--- src/rtl/hazard_sb.sv ---
// hazard_sb: RAW/WAW hazard detection, EX operand-forwarding select and
// long-latency register scoreboard for the in-order core. The unit sits
// beside ID. It follows the writers in the NFW stages after ID, and a busy
// bit per register covers results from units that finish outside the pipe.
module hazard_sb #(
  parameter int NREG = 32,
  parameter int RW   = 5,
  parameter int NFW  = 3,
  parameter int SW   = 2
) (
  input  logic          clk,
  input  logic          rst_n,
  input  logic          stall_ext,
  input  logic          flush,
  input  logic          id_valid,
  input  logic          id_rs1_en,
  input  logic [RW-1:0] id_rs1,
  input  logic          id_rs2_en,
  input  logic [RW-1:0] id_rs2,
  input  logic          id_rd_en,
  input  logic [RW-1:0] id_rd,
  input  logic [SW-1:0] id_rdy_stage,
  input  logic          id_long,
  input  logic          lo_done,
  input  logic [RW-1:0] lo_rd,
  output logic          stall_id,
  output logic          issue,
  output logic          fw_a_en,
  output logic [SW-1:0] fw_a_sel,
  output logic          fw_b_en,
  output logic [SW-1:0] fw_b_sel,
  output logic          pipe_empty
);

  // Tracker: entry k describes the instruction now in stage k after ID
  // (0 = EX). wr is set only for in-pipe writers of a nonzero rd.
  logic [NFW-1:0]         ent_v;
  logic [NFW-1:0]         ent_wr;
  logic [NFW-1:0][RW-1:0] ent_rd;
  logic [NFW-1:0][SW-1:0] ent_rdy;

  logic [NREG-1:0] busy;
  logic [NREG-1:0] busy_nxt;

  logic          a_fw, a_stall, b_fw, b_stall;
  logic [SW-1:0] a_sel, b_sel;
  logic          sb_stall, hazard;
  logic          rd_nz;

  assign rd_nz = id_rd_en && (id_rd != '0);

  // Find the youngest in-flight writer of each source. Classify it as a
  // forward (the result exists by the time the consumer reaches EX), a RAW
  // stall, or no hazard (no writer, or it is already in the write-first
  // regfile stage).
  always_comb begin
    int            ka, kb;
    logic [SW-1:0] ra, rb;
    ka = -1;
    kb = -1;
    ra = '0;
    rb = '0;
    for (int k = NFW-1; k >= 0; k--) begin
      if (ent_v[k] && ent_wr[k] && ent_rd[k] == id_rs1) begin
        ka = k;
        ra = ent_rdy[k];
      end
      if (ent_v[k] && ent_wr[k] && ent_rd[k] == id_rs2) begin
        kb = k;
        rb = ent_rdy[k];
      end
    end
    a_fw    = 1'b0;
    a_stall = 1'b0;
    a_sel   = '0;
    b_fw    = 1'b0;
    b_stall = 1'b0;
    b_sel   = '0;
    if (id_rs1_en && id_rs1 != '0 && ka >= 0 && ka + 1 < NFW) begin
      if (ka + 1 > int'(ra)) begin
        a_fw  = 1'b1;
        a_sel = SW'(ka + 1);
      end else begin
        a_stall = 1'b1;
      end
    end
    if (id_rs2_en && id_rs2 != '0 && kb >= 0 && kb + 1 < NFW) begin
      if (kb + 1 > int'(rb)) begin
        b_fw  = 1'b1;
        b_sel = SW'(kb + 1);
      end else begin
        b_stall = 1'b1;
      end
    end
  end

  // Scoreboard stalls: a source that is still owed by a long unit, or a new
  // writer of a register that a long unit has yet to write (WAW).
  always_comb begin
    sb_stall = 1'b0;
    if (id_rs1_en && busy[id_rs1]) sb_stall = 1'b1;
    if (id_rs2_en && busy[id_rs2]) sb_stall = 1'b1;
    if (rd_nz && busy[id_rd])      sb_stall = 1'b1;
  end

  assign hazard     = a_stall || b_stall || sb_stall;
  assign stall_id   = stall_ext || (id_valid && !flush && hazard);
  assign issue      = id_valid && !flush && !stall_id;
  assign pipe_empty = !(|(ent_v & ent_wr)) && !(|busy);

  // Next busy vector: long issue sets, completion clears (also when frozen).
  always_comb begin
    busy_nxt = busy;
    if (issue && id_long && rd_nz) busy_nxt[id_rd] = 1'b1;
    if (lo_done)                   busy_nxt[lo_rd] = 1'b0;
  end

  // Advance the tracker and forward selects unless frozen. A non-issuing
  // cycle shifts in a bubble and drops forward enables but keeps the selects.
  always_ff @(posedge clk) begin
    if (!rst_n) begin
      ent_v    <= '0;
      ent_wr   <= '0;
      ent_rd   <= '0;
      ent_rdy  <= '0;
      fw_a_en  <= 1'b0;
      fw_a_sel <= '0;
      fw_b_en  <= 1'b0;
      fw_b_sel <= '0;
    end else if (!stall_ext) begin
      for (int k = NFW-1; k > 0; k--) begin
        ent_v[k]   <= ent_v[k-1];
        ent_wr[k]  <= ent_wr[k-1];
        ent_rd[k]  <= ent_rd[k-1];
        ent_rdy[k] <= ent_rdy[k-1];
      end
      ent_v[0] <= issue;
      if (issue) begin
        ent_wr[0]  <= rd_nz && !id_long;
        ent_rd[0]  <= id_rd;
        ent_rdy[0] <= id_rdy_stage;
        fw_a_en    <= a_fw;
        fw_a_sel   <= a_sel;
        fw_b_en    <= b_fw;
        fw_b_sel   <= b_sel;
      end else begin
        ent_wr[0] <= 1'b0;
        fw_a_en   <= 1'b0;
        fw_b_en   <= 1'b0;
      end
    end
  end

  // Scoreboard register; reset drops any long op still outstanding.
  always_ff @(posedge clk) begin
    if (!rst_n) busy <= '0;
    else        busy <= busy_nxt;
  end

endmodule

--- config.mk ---
export PLATFORM = sky130hd
export DESIGN_NAME = hazard_sb
export DESIGN_NICKNAME = d
export VERILOG_FILES = /design/src/rtl/hazard_sb.sv
export SDC_FILE = /design/constraint.sdc
export NUM_CORES = 1
export LEC_CHECK = 0
export BUFFER_PORTS_ARGS = -buffer_cell sky130_fd_sc_hd__buf_2
export CORE_ASPECT_RATIO = 0.7
export CORE_MARGIN = 2
export CORE_UTILIZATION = 25
export DETAILED_ROUTE_END_ITERATION = 8
export PLACE_DENSITY_LB_ADDON = 0.25
export SYNTH_ARGS = -nofsm -noshare
export SYNTH_HDL_FRONTEND = slang
export SYNTH_SLANG_ARGS = --single-unit
export TNS_END_PERCENT = 10
--- constraint.sdc ---
create_clock -name clk -period 6.7 [get_ports clk]
set_input_delay 1.34 -clock clk [delete_from_list [all_inputs] [get_ports clk]]
set_output_delay 1.34 -clock clk [all_outputs]
set_load 0.05 [all_outputs]
After elaboration in Yosys (flattened, before gate mapping)
Index checks and enable logic that the tools add are counted.
{ "word_totals": {"word_cells": 122, "ram_bits": 0, "ff_bits": 65, "latch_bits": 0, "inputBits": 32, "mem_count": 0, "romBits": 0, "output_inout_bits": 9} }
{ "classes": {"bitwise": 5, "shift": 0, "multipliers": 0, "div": 0, "n_eq_ne": 6, "reduce_logical": 42, "order_cmp": 12, "mux": 42, "addsub": 2} }
{ "op_table": {"columns": ["cell", "count"], "rows": [
  ["two-way mux 32 bit", 8],
  ["adder 32 x 2 -> 32 bit, second input constant", 2],
  ["greater-or-equal comparator 32 x 1 -> 1 bit, second input constant", 2],
  ["greater-than comparator 32 x 3 -> 1 bit", 2],
  ["less-than comparator 32 x 3 -> 1 bit, second input constant", 2],
  ["AND 32 bit", 1],
  ["inverter 32 bit", 1],
  ["OR 32 bit", 1],
  ["OR reduction 32 bit", 1],
  ["equality test 5 bit", 6],
  ["logical AND 1 bit", 28],
  ["less-than comparator 5 x 6 -> 1 bit, second input constant", 4],
  ["two-way mux 2 bit", 10],
  ["two-way mux 1 bit", 19],
  ["binary-select mux 1 bit (select 5 bit)", 3],
  ["nonzero test 5 bit", 3],
  ["demux 1 bit (select 5 bit)", 2],
  ["greater-or-equal comparator 5 x 1 -> 1 bit, second input constant", 2],
  ["logical NOT 1 bit", 5],
  ["AND 3 bit", 1],
  ["logical OR 1 bit", 3],
  ["OR reduction 3 bit", 1],
  ["AND reduction 2 bit", 1],
  ["inverter 1 bit", 1]
]} }

Depth between registers and ports, before layout
Gate-level depths: netlist of the first run.
{ "depth": {"depth_word": 20, "mapped_depth": 19, "depth_no_buf": 16} }

Worst setup path before layout of the first run
Ideal clock, no wire load.
{ "synth_path": {"kind": "input port to output port", "from": "in id_rs1[1]", "to": "out stall_id", "path_slack_ns": 1.094, "t_arrival_ns": 4.266, "n_path_buf": 1, "stages": 16, "t_required_ns": 5.360, "path_cell_list": "buf_2 > xor2_1 > nor4_1 > nand4_1 > o21ai_0 > inv_1 > ha_1 > inv_1 > ha_1 > nand2_1 > nor4b_1 > o221a_2 > nor2b_1 > a221oi_2 > nand2_1 > a31o_2"} }
{ "synth_between": {"elab_chain_cells": 13} }
{ "synth_rtl": {"columns": ["element", "line_no", "source"], "rows": [
  ["start, declared", "17", "input logic [RW-1:0] id_rs1,"],
  ["equality test 5 bit", "64", "if (ent_v[k] && ent_wr[k] && ent_rd[k] == id_rs1) begin"],
  ["logical AND 1 bit", "64", null],
  ["two-way mux 32 bit (3 in a row)", "64", null],
  ["adder 32 x 2 -> 32 bit / greater-or-equal comparator 32 x 1 -> 1 bit (equally long branches)", null, null],
  ["greater-than comparator 32 x 3 -> 1 bit (tied with other cells)", "80", "if (ka + 1 > int'(ra)) begin"],
  ["two-way mux 1 bit / logical AND 1 bit (equally long branches)", "80, 79", null],
  ["two-way mux 1 bit", "79", "if (id_rs1_en && id_rs1 != '0 && ka >= 0 && ka + 1 < NFW) begin"],
  ["logical OR 1 bit", "106", "assign hazard = a_stall || b_stall || sb_stall;"],
  ["logical OR 1 bit (*)", "106", null],
  ["logical AND 1 bit (*)", "107", "assign stall_id = stall_ext || (id_valid && !flush && hazard);"],
  ["logical OR 1 bit (*)", "107", null],
  ["end, declared", "26", "output logic stall_id,"]
]} }
Mark *: on every way between the ends. The rest lies on a longest branch, timed or not. The select of a mux whose other input is x is not followed.

Worst setup path in the final report of the first run
{ "layout_path": {"from": "in id_rs2[2]", "to": "out stall_id"} }
{ "layout_between": {"elab_chain_cells": 13} }
{ "layout_rtl": {"columns": ["element", "line_no", "source"], "rows": [
  ["start, declared", "19", "input logic [RW-1:0] id_rs2,"],
  ["equality test 5 bit", "68", "if (ent_v[k] && ent_wr[k] && ent_rd[k] == id_rs2) begin"],
  ["logical AND 1 bit", "68", null],
  ["two-way mux 32 bit (3 in a row)", "68", null],
  ["adder 32 x 2 -> 32 bit / greater-or-equal comparator 32 x 1 -> 1 bit (equally long branches)", null, null],
  ["greater-than comparator 32 x 3 -> 1 bit (tied with other cells)", "88", "if (kb + 1 > int'(rb)) begin"],
  ["two-way mux 1 bit / logical AND 1 bit (equally long branches)", "88, 87", null],
  ["two-way mux 1 bit", "87", "if (id_rs2_en && id_rs2 != '0 && kb >= 0 && kb + 1 < NFW) begin"],
  ["logical OR 1 bit", "106", null],
  ["logical OR 1 bit (*)", "106", null],
  ["logical AND 1 bit (*)", "107", null],
  ["logical OR 1 bit (*)", "107", null]
]} }
Marked as above.

==> results.cfg, run 1 <==
[outcome]
outcome = finished, violations left
violations = DRC

[synth]
synth_async_sr_flop_share_pct = 0
syn_area_mm2 = 0.00468
syn_avg_cell_area_um2 = 8.93
count_of_flip_flops_with_a_built_in_enable_after_synthesis = 0
yosys_warnings = 0
prevailing_post_synth_register_cell = dfxtp_1
netlist_instances = 524
yosysUniqueCellTypes = 50
synth_fp_nets = 572
yosysSeqAreaShare_pct = 27.8
ys_ff_latch = 65

[floorplanning]
dieHeight_um = 118
initial_core_util_pct = 25.8
die-area_mm2 = 0.0199
std_cell_rows = 41
coreArea_mm2 = 0.0182
ports_placed_on_the_boundary = 41
dieWidth_um = 168

[timing]
period_utilization_pct = 95.4
timing.final.crit_period_ps = 6390
setup-tns-final_ps = 0
relSlewSlack_pct = 43.1
timing.clock.skew_ps = 5.69
finalHoldViolCount = 0
setup_slack_ps = 306
maxClockFrequency_ghz = 0.156
rsz0062_at_grt = no
report.final.slew_viol_count = 0
worst_slew_pin_slew_ps = 849
finalSetupViolCount = 0

[cells_and_area]
finish.utilization_pct = 29.1
area_growth_syn_to_layout_pct = 13.0
footprint_of_the_multi_input_gates_mm2 = 0.00311
mostFrequentLayoutCell = dfxtp_1
drive_above_1_share_pct = 16.4
design_area_mm2 = 0.00529
layout_common_cells = dfxtp_1, mux2i_1, buf_2
antenna-diode-count = 0
final-seq-area_mm2 = 0.00130
fill_cells = 1947
finish.net_count = 586

[routing]
remaining_drc_errors = 1
vias_per_cell = 5.56
drt-initial-drc-count = 421
dr.pass1.iters = 7
routed-via-count = 4329
ant_nets = 0
route.detailed.wl_per_inst_um = 19.9
drt-total-wl_um = 15500

[critical_path]
worst-setup-path-type = primary input to output pin
worst_ep_arrival_time_ps = 5050
worst-endpoint-required_ps = 5360
cp_cell_sequence = buf_2, xor2_1, nor4_1, nand4_1, o21ai_0, ha_1, inv_1, ha_1, nand2_1, o21ai_0, a31oi_1, nor3_1, a221oi_2, nand2_1, a31o_2, buf_2
crit-reg2reg-capture = busy[1]$_SDFF_PN0_
rr_startpoint = ent_rd[13]$_SDFFE_PN0N_
cp_slowest_cell = o21ai_0
timing.reg2reg.setup_slack_ps = 2820
cp-start-kind = primary input
path_max_fanout = 10
crit_path_end_kind = output pin
worst-r2r-cell-count = 15
cpPeakStageDelay_ps = 470

[clocking]
cts_tree = yes
cts.hold.buffers_added = 0
cts_buffers = 9
number_of_buffers_on_the_longest_clock_path = 2
clk_pin_slew_worst_paths_ps = 60
worstSkewPairLatency_ps = 330
htreeDepth = 3
postCtsSetupBuffers = 0
cts_resized = 0
num_clock_sinks = 65
ctsRootBufferMaster = clkbuf_16

[hold_path]
hold_path_class = register to register
hold_path.startpoint = fw_a_sel[1]$_SDFFE_PN0P_
hold-path-endpoint = fw_a_sel[1]$_SDFFE_PN0P_
hold_depth = 2

[grt]
globalRouteOverflowTotal = 0
first_global_vias = 4086
number_of_antenna_violations_at_the_first_check_in_global_routing = 0
grt_first_pass_wirelength_um = 24300
total_global_routing_track_utilization_pct = 16.0
grt_start_max_net_pins = 47

[placed_design]
placedInstanceArea_mm2 = 0.00500
post-dp-hpwl_um = 11500
portBuffers = 40
finalWeightedCongestion = 0.863
placement.setup.worst_slack_ps = 368

[pwr]
cellLeakagePower_nw = 1.97
max-vdd-ir-drop_v = 0.000123
power.density_mw_per_mm2 = 179

[job]
max_cap_violations = 0
worst max path at each step:
stage	from	endpoint	slack (ps)	cells after the start
4_1_cts	id_rs2[2]	stall_id	350	16
3_3_place_gp	id_rs2[2]	stall_id	440	16
2_1_floorplan	id_rs1[1]	stall_id	1090	16
5_1_grt	id_rs2[2]	stall_id	3	16
6_report	id_rs2[2]	stall_id	310	16
3_5_place_dp	id_rs2[2]	stall_id	370	16
area by class of cell:
class,count,share of cell area [%]
flip-flops and latches,65,24.6
inverters,20,1.51
repair buffers,43,4.21
well taps,236,5.58
multi-input cells,399,58.8
clock inverters,6,0.828
clock buffers,10,4.52
through the flow:
stage | hold WS (ps) | total power (W) | instances
6_report | 458 | 0.000950 | 779
3_5_place_dp | 452 | 0.000512 | 763
2_1_floorplan | 456 | 0.000478 | 524
3_3_place_gp | 450 | 0.000510 | 763
4_1_cts | 461 | 0.000958 | 779
5_1_grt | 471 | 0.000984 | 779
report_power, final:
| part | internal (W) | total (W) | switching (W) |
|---|---|---|---|
| combinational | 0.0000355 | 0.000112 | 0.0000761 |
| clock | 0.000260 | 0.000445 | 0.000184 |
| sequential | 0.000389 | 0.000393 | 0.00000422 |
worst max-delay path, delay by kind of cell:
| family | cells | cell delay, ps |
|---|---|---|
| compound gates | 5 | 1410 |
| xor+xnor | 1 | 110 |
| fa+ha+maj | 2 | 550 |
| buf+inv | 3 | 550 |
| simple gates | 5 | 1080 |
registers in the layout, summed over array words and instances (netlist names):
name,cells
fw_b_en,1
ent_v,3
fw_a_en,1
busy,32
fw_a_sel,2
ent_rdy,6
ent_rd,15
ent_wr,3
fw_b_sel,2
metal layers:
| layer | global-route usage (%) | vias to the layer above | routed length, µm |
|---|---|---|---|
| li1 | - | 2024 | - |
| met1 | 24.9 | 2104 | 7930 |
| met2 | 21.1 | 190 | 6020 |
| met3 | 5.02 | 11 | 1500 |
| met4 | 3.21 | 0 | 77 |
| met5 | 0 | - | 0 |
synth_stat cells, types with 2 or more instances:
library cell	instances	area [µm²]
dfxtp_1	65	1300
mux2i_1	48	480
nor2_1	37	139
nand2_1	36	135
o21ai_0	32	160
clkbuf_1	26	97.6
o211ai_1	24	180
xor2_1	24	210
o2111ai_1	23	201
inv_1	19	71.3
ha_1	16	200
mux4_2	15	338
nor4_1	15	93.8
o22ai_1	12	75.1
nand3_1	11	55.1
nand4_1	11	68.8
o21ai_1	10	50.1
nand3b_1	8	60.1
or4_1	8	60.1
buf_2	7	35.0
nor2b_1	7	43.8
a22oi_1	6	45.0
xnor2_1	6	52.6
nand2b_1	5	31.3
nor3b_1	5	37.5
or3b_2	5	43.8
a31oi_1	4	25.0
a21oi_1	3	15.0
and2_1	3	18.8
buf_6	3	33.8
mux4_1	3	78.8
nor3_1	3	15.0
and3_1	2	12.5
and4_1	2	17.5
buf_1	2	7.51
mux2_2	2	22.5
nor4b_1	2	17.5
or3_1	2	12.5
cells by family after synthesis:
logic type      count (synthesis)  synth area share (%)
buf+inv                        60                  6.01
mux                            68                  19.6
compound gates                122                  18.0
fa+ha+maj                      16                  4.28
xor+xnor                       30                  5.61
simple gates                  163                  18.6
flops                          65                  27.8
Note: power is estimated with default switching activity, not from simulation.
==> run 2, diff against run 1 <==
Clock period 6.7 ns to 7.9 ns, I/O delays scaled along.
==> results.cfg, run 2 (synthesized netlist as in run 1, its figures left out) <==
[outcome]
outcome = finished, violations left
violations = DRC

[floorplanning]
ports_placed_on_the_boundary = 41
die-area_mm2 = 0.0199
initial_core_util_pct = 25.8
dieHeight_um = 118
std_cell_rows = 41
dieWidth_um = 168
coreArea_mm2 = 0.0182

[pwr]
max-vdd-ir-drop_v = 0.0000956
tot_pwr_w = 0.000812
power.density_mw_per_mm2 = 154
cellLeakagePower_nw = 1.98

[grt]
globalRouteOverflowTotal = 0
first_global_vias = 4022
grt_first_pass_wirelength_um = 24300
total_global_routing_track_utilization_pct = 16.0
grt_start_max_net_pins = 79
number_of_antenna_violations_at_the_first_check_in_global_routing = 1

[cells_and_area]
flip_flop_count_of_the_largest_register_all_copies_and_words_added = 32
biggestRegsByFlops = busy x32, ent_rd x15, ent_rdy x6
fill_cells = 1960
mostFrequentLayoutCell = dfxtp_1
drive_above_1_share_pct = 15.8
largest_register = busy
finish.utilization_pct = 29.1
area_growth_syn_to_layout_pct = 12.9
antenna-diode-count = 0
layout_common_cells = dfxtp_1, mux2i_1, buf_2
finish.net_count = 587

[clocking]
cts.hold.buffers_added = 0
htreeDepth = 3
cts_buffers = 9
clk_pin_slew_worst_paths_ps = 60
ctsRootBufferMaster = clkbuf_16
cts_resized = 0
worstSkewPairLatency_ps = 340
postCtsSetupBuffers = 0
num_clock_sinks = 65
cts_tree = yes
number_of_buffers_on_the_longest_clock_path = 2

[timing]
finalHoldViolCount = 0
finalSetupViolCount = 0
finalHoldWorstSlack_ps = 460
period_utilization_pct = 87.0
rsz0062_at_grt = no
setup-tns-final_ps = 0
worst_slew_pin_slew_ps = 899
report.final.slew_viol_count = 0
maxClockFrequency_ghz = 0.146
timing.clock.skew_ps = 9.89
timing.final.crit_period_ps = 6870
relSlewSlack_pct = 39.8

[routing]
vias_per_cell = 5.49
routed-via-count = 4281
drt-total-wl_um = 15600
ant_nets = 0
route.detailed.wl_per_inst_um = 20.0
remaining_drc_errors = 1
drt-initial-drc-count = 418
dr.pass1.iters = 7

[critical_path]
worst-r2r-cell-count = 15
cp_slowest_cell = o21ai_0
worst-endpoint-required_ps = 6320
cp_cell_sequence = buf_2, xor2_1, nor4_1, nand4_1, o21ai_0, inv_1, ha_1, inv_1, ha_1, nand2_1, nor4b_1, o221a_2, nor2b_1, a221oi_2, nand2_1, a31o_2, buf_2
crit-reg2reg-capture = busy[1]$_SDFF_PN0_
worst_ep_arrival_time_ps = 5290
path_buf_inv = 4
path_max_fanout = 12
largest_delay_contributor_family_on_the_critical_path = compound AO/OA/AOI/OAI gates
worst-setup-path-type = primary input to output pin
cp-start-kind = primary input
timing.reg2reg.setup_slack_ps = 4010
crit_path_end_kind = output pin
rr_startpoint = ent_rd[4]$_SDFFE_PN0P_
cpPeakStageDelay_ps = 390

[placed_design]
portBuffers = 40
post-dp-hpwl_um = 11300
finalWeightedCongestion = 0.854

[hold_path]
hold-path-endpoint = fw_a_sel[1]$_SDFFE_PN0P_
hold_path_class = register to register
hold_depth = 2
hold_path.startpoint = fw_a_sel[1]$_SDFFE_PN0P_

[job]
max_cap_violations = 0
==> run 2: changes by cell type in the layout (fill, tap and decap cells not counted) <==
cell	delta
buf_4	+1
clkbuf_8	+1
clkbuf_1	+3
nor3b_2	-1
clkinv_4	-1
clkinvlp_4	-3
nor3b_1	+1
==> run 2: how the worst max path moves through the flow <==
stage                     startpoint  endpoint  slack [ps]  cells after the start
after global placement     id_rs1[1]  stall_id        1190                     17
final                      id_rs1[1]  stall_id        1030                     17
after CTS                  id_rs1[1]  stall_id        1070                     17
after detailed placement   id_rs2[0]  stall_id        1090                     16
after floorplan            id_rs1[1]  stall_id        1810                     16
after global routing       id_rs2[0]  stall_id         690                     16
==> run 2: routing by layer <==
layer	part of all wire, %	track usage [%]	wire length, µm	vias up
met5	0.083	0	13	-
met4	1.2	4.35	193	2
met3	9.2	5.29	1430	17
met2	38	20.4	5910	180
met1	52	24.8	8090	2056
li1	-	-	-	2026
==> run 2: area by class of cell <==
class,count,area [µm²],area share (%)
Multi-Input combinational cell,399,3100,58.7
Sequential cell,65,1300,24.6
Inverter,20,80.1,1.51
Timing Repair Buffer,44,230,4.36
Clock inverter,2,12.5,0.237
Tap cell,236,295,5.59
Clock buffer,14,264,4.99
==> run 2: per-stage QoR <==
step | setup slack (ps) | instances | instance area [µm²]
after detailed placement | 1090 | 764 | 5000
after global routing | 688 | 780 | 5290
after CTS | 1070 | 780 | 5280
after floorplan | 1810 | 524 | 4680
after global placement | 1190 | 764 | 5000
final | 1030 | 780 | 5290
==> run 2: power breakdown <==
group	leakage [nW]	switching [W]	internal [W]
clock network	0.133	0.000155	0.000230
registers	0.524	0.00000349	0.000330
logic	1.32	0.0000642	0.0000302
total	1.98	0.000222	0.000590
==> run 2: worst register-to-register path: cells and delay by family, from the launching register on <==
| family | cells | cell delay (ps) |
|---|---|---|
| AND/OR/NAND/NOR | 5 | 1270 |
| adder cells (fa/ha/maj) | 2 | 550 |
| XOR/XNOR | 1 | 110 |
| buffers and inverters | 2 | 460 |
| AO/OA/AOI/OAI | 5 | 870 |
| flip-flops | 1 | 490 |
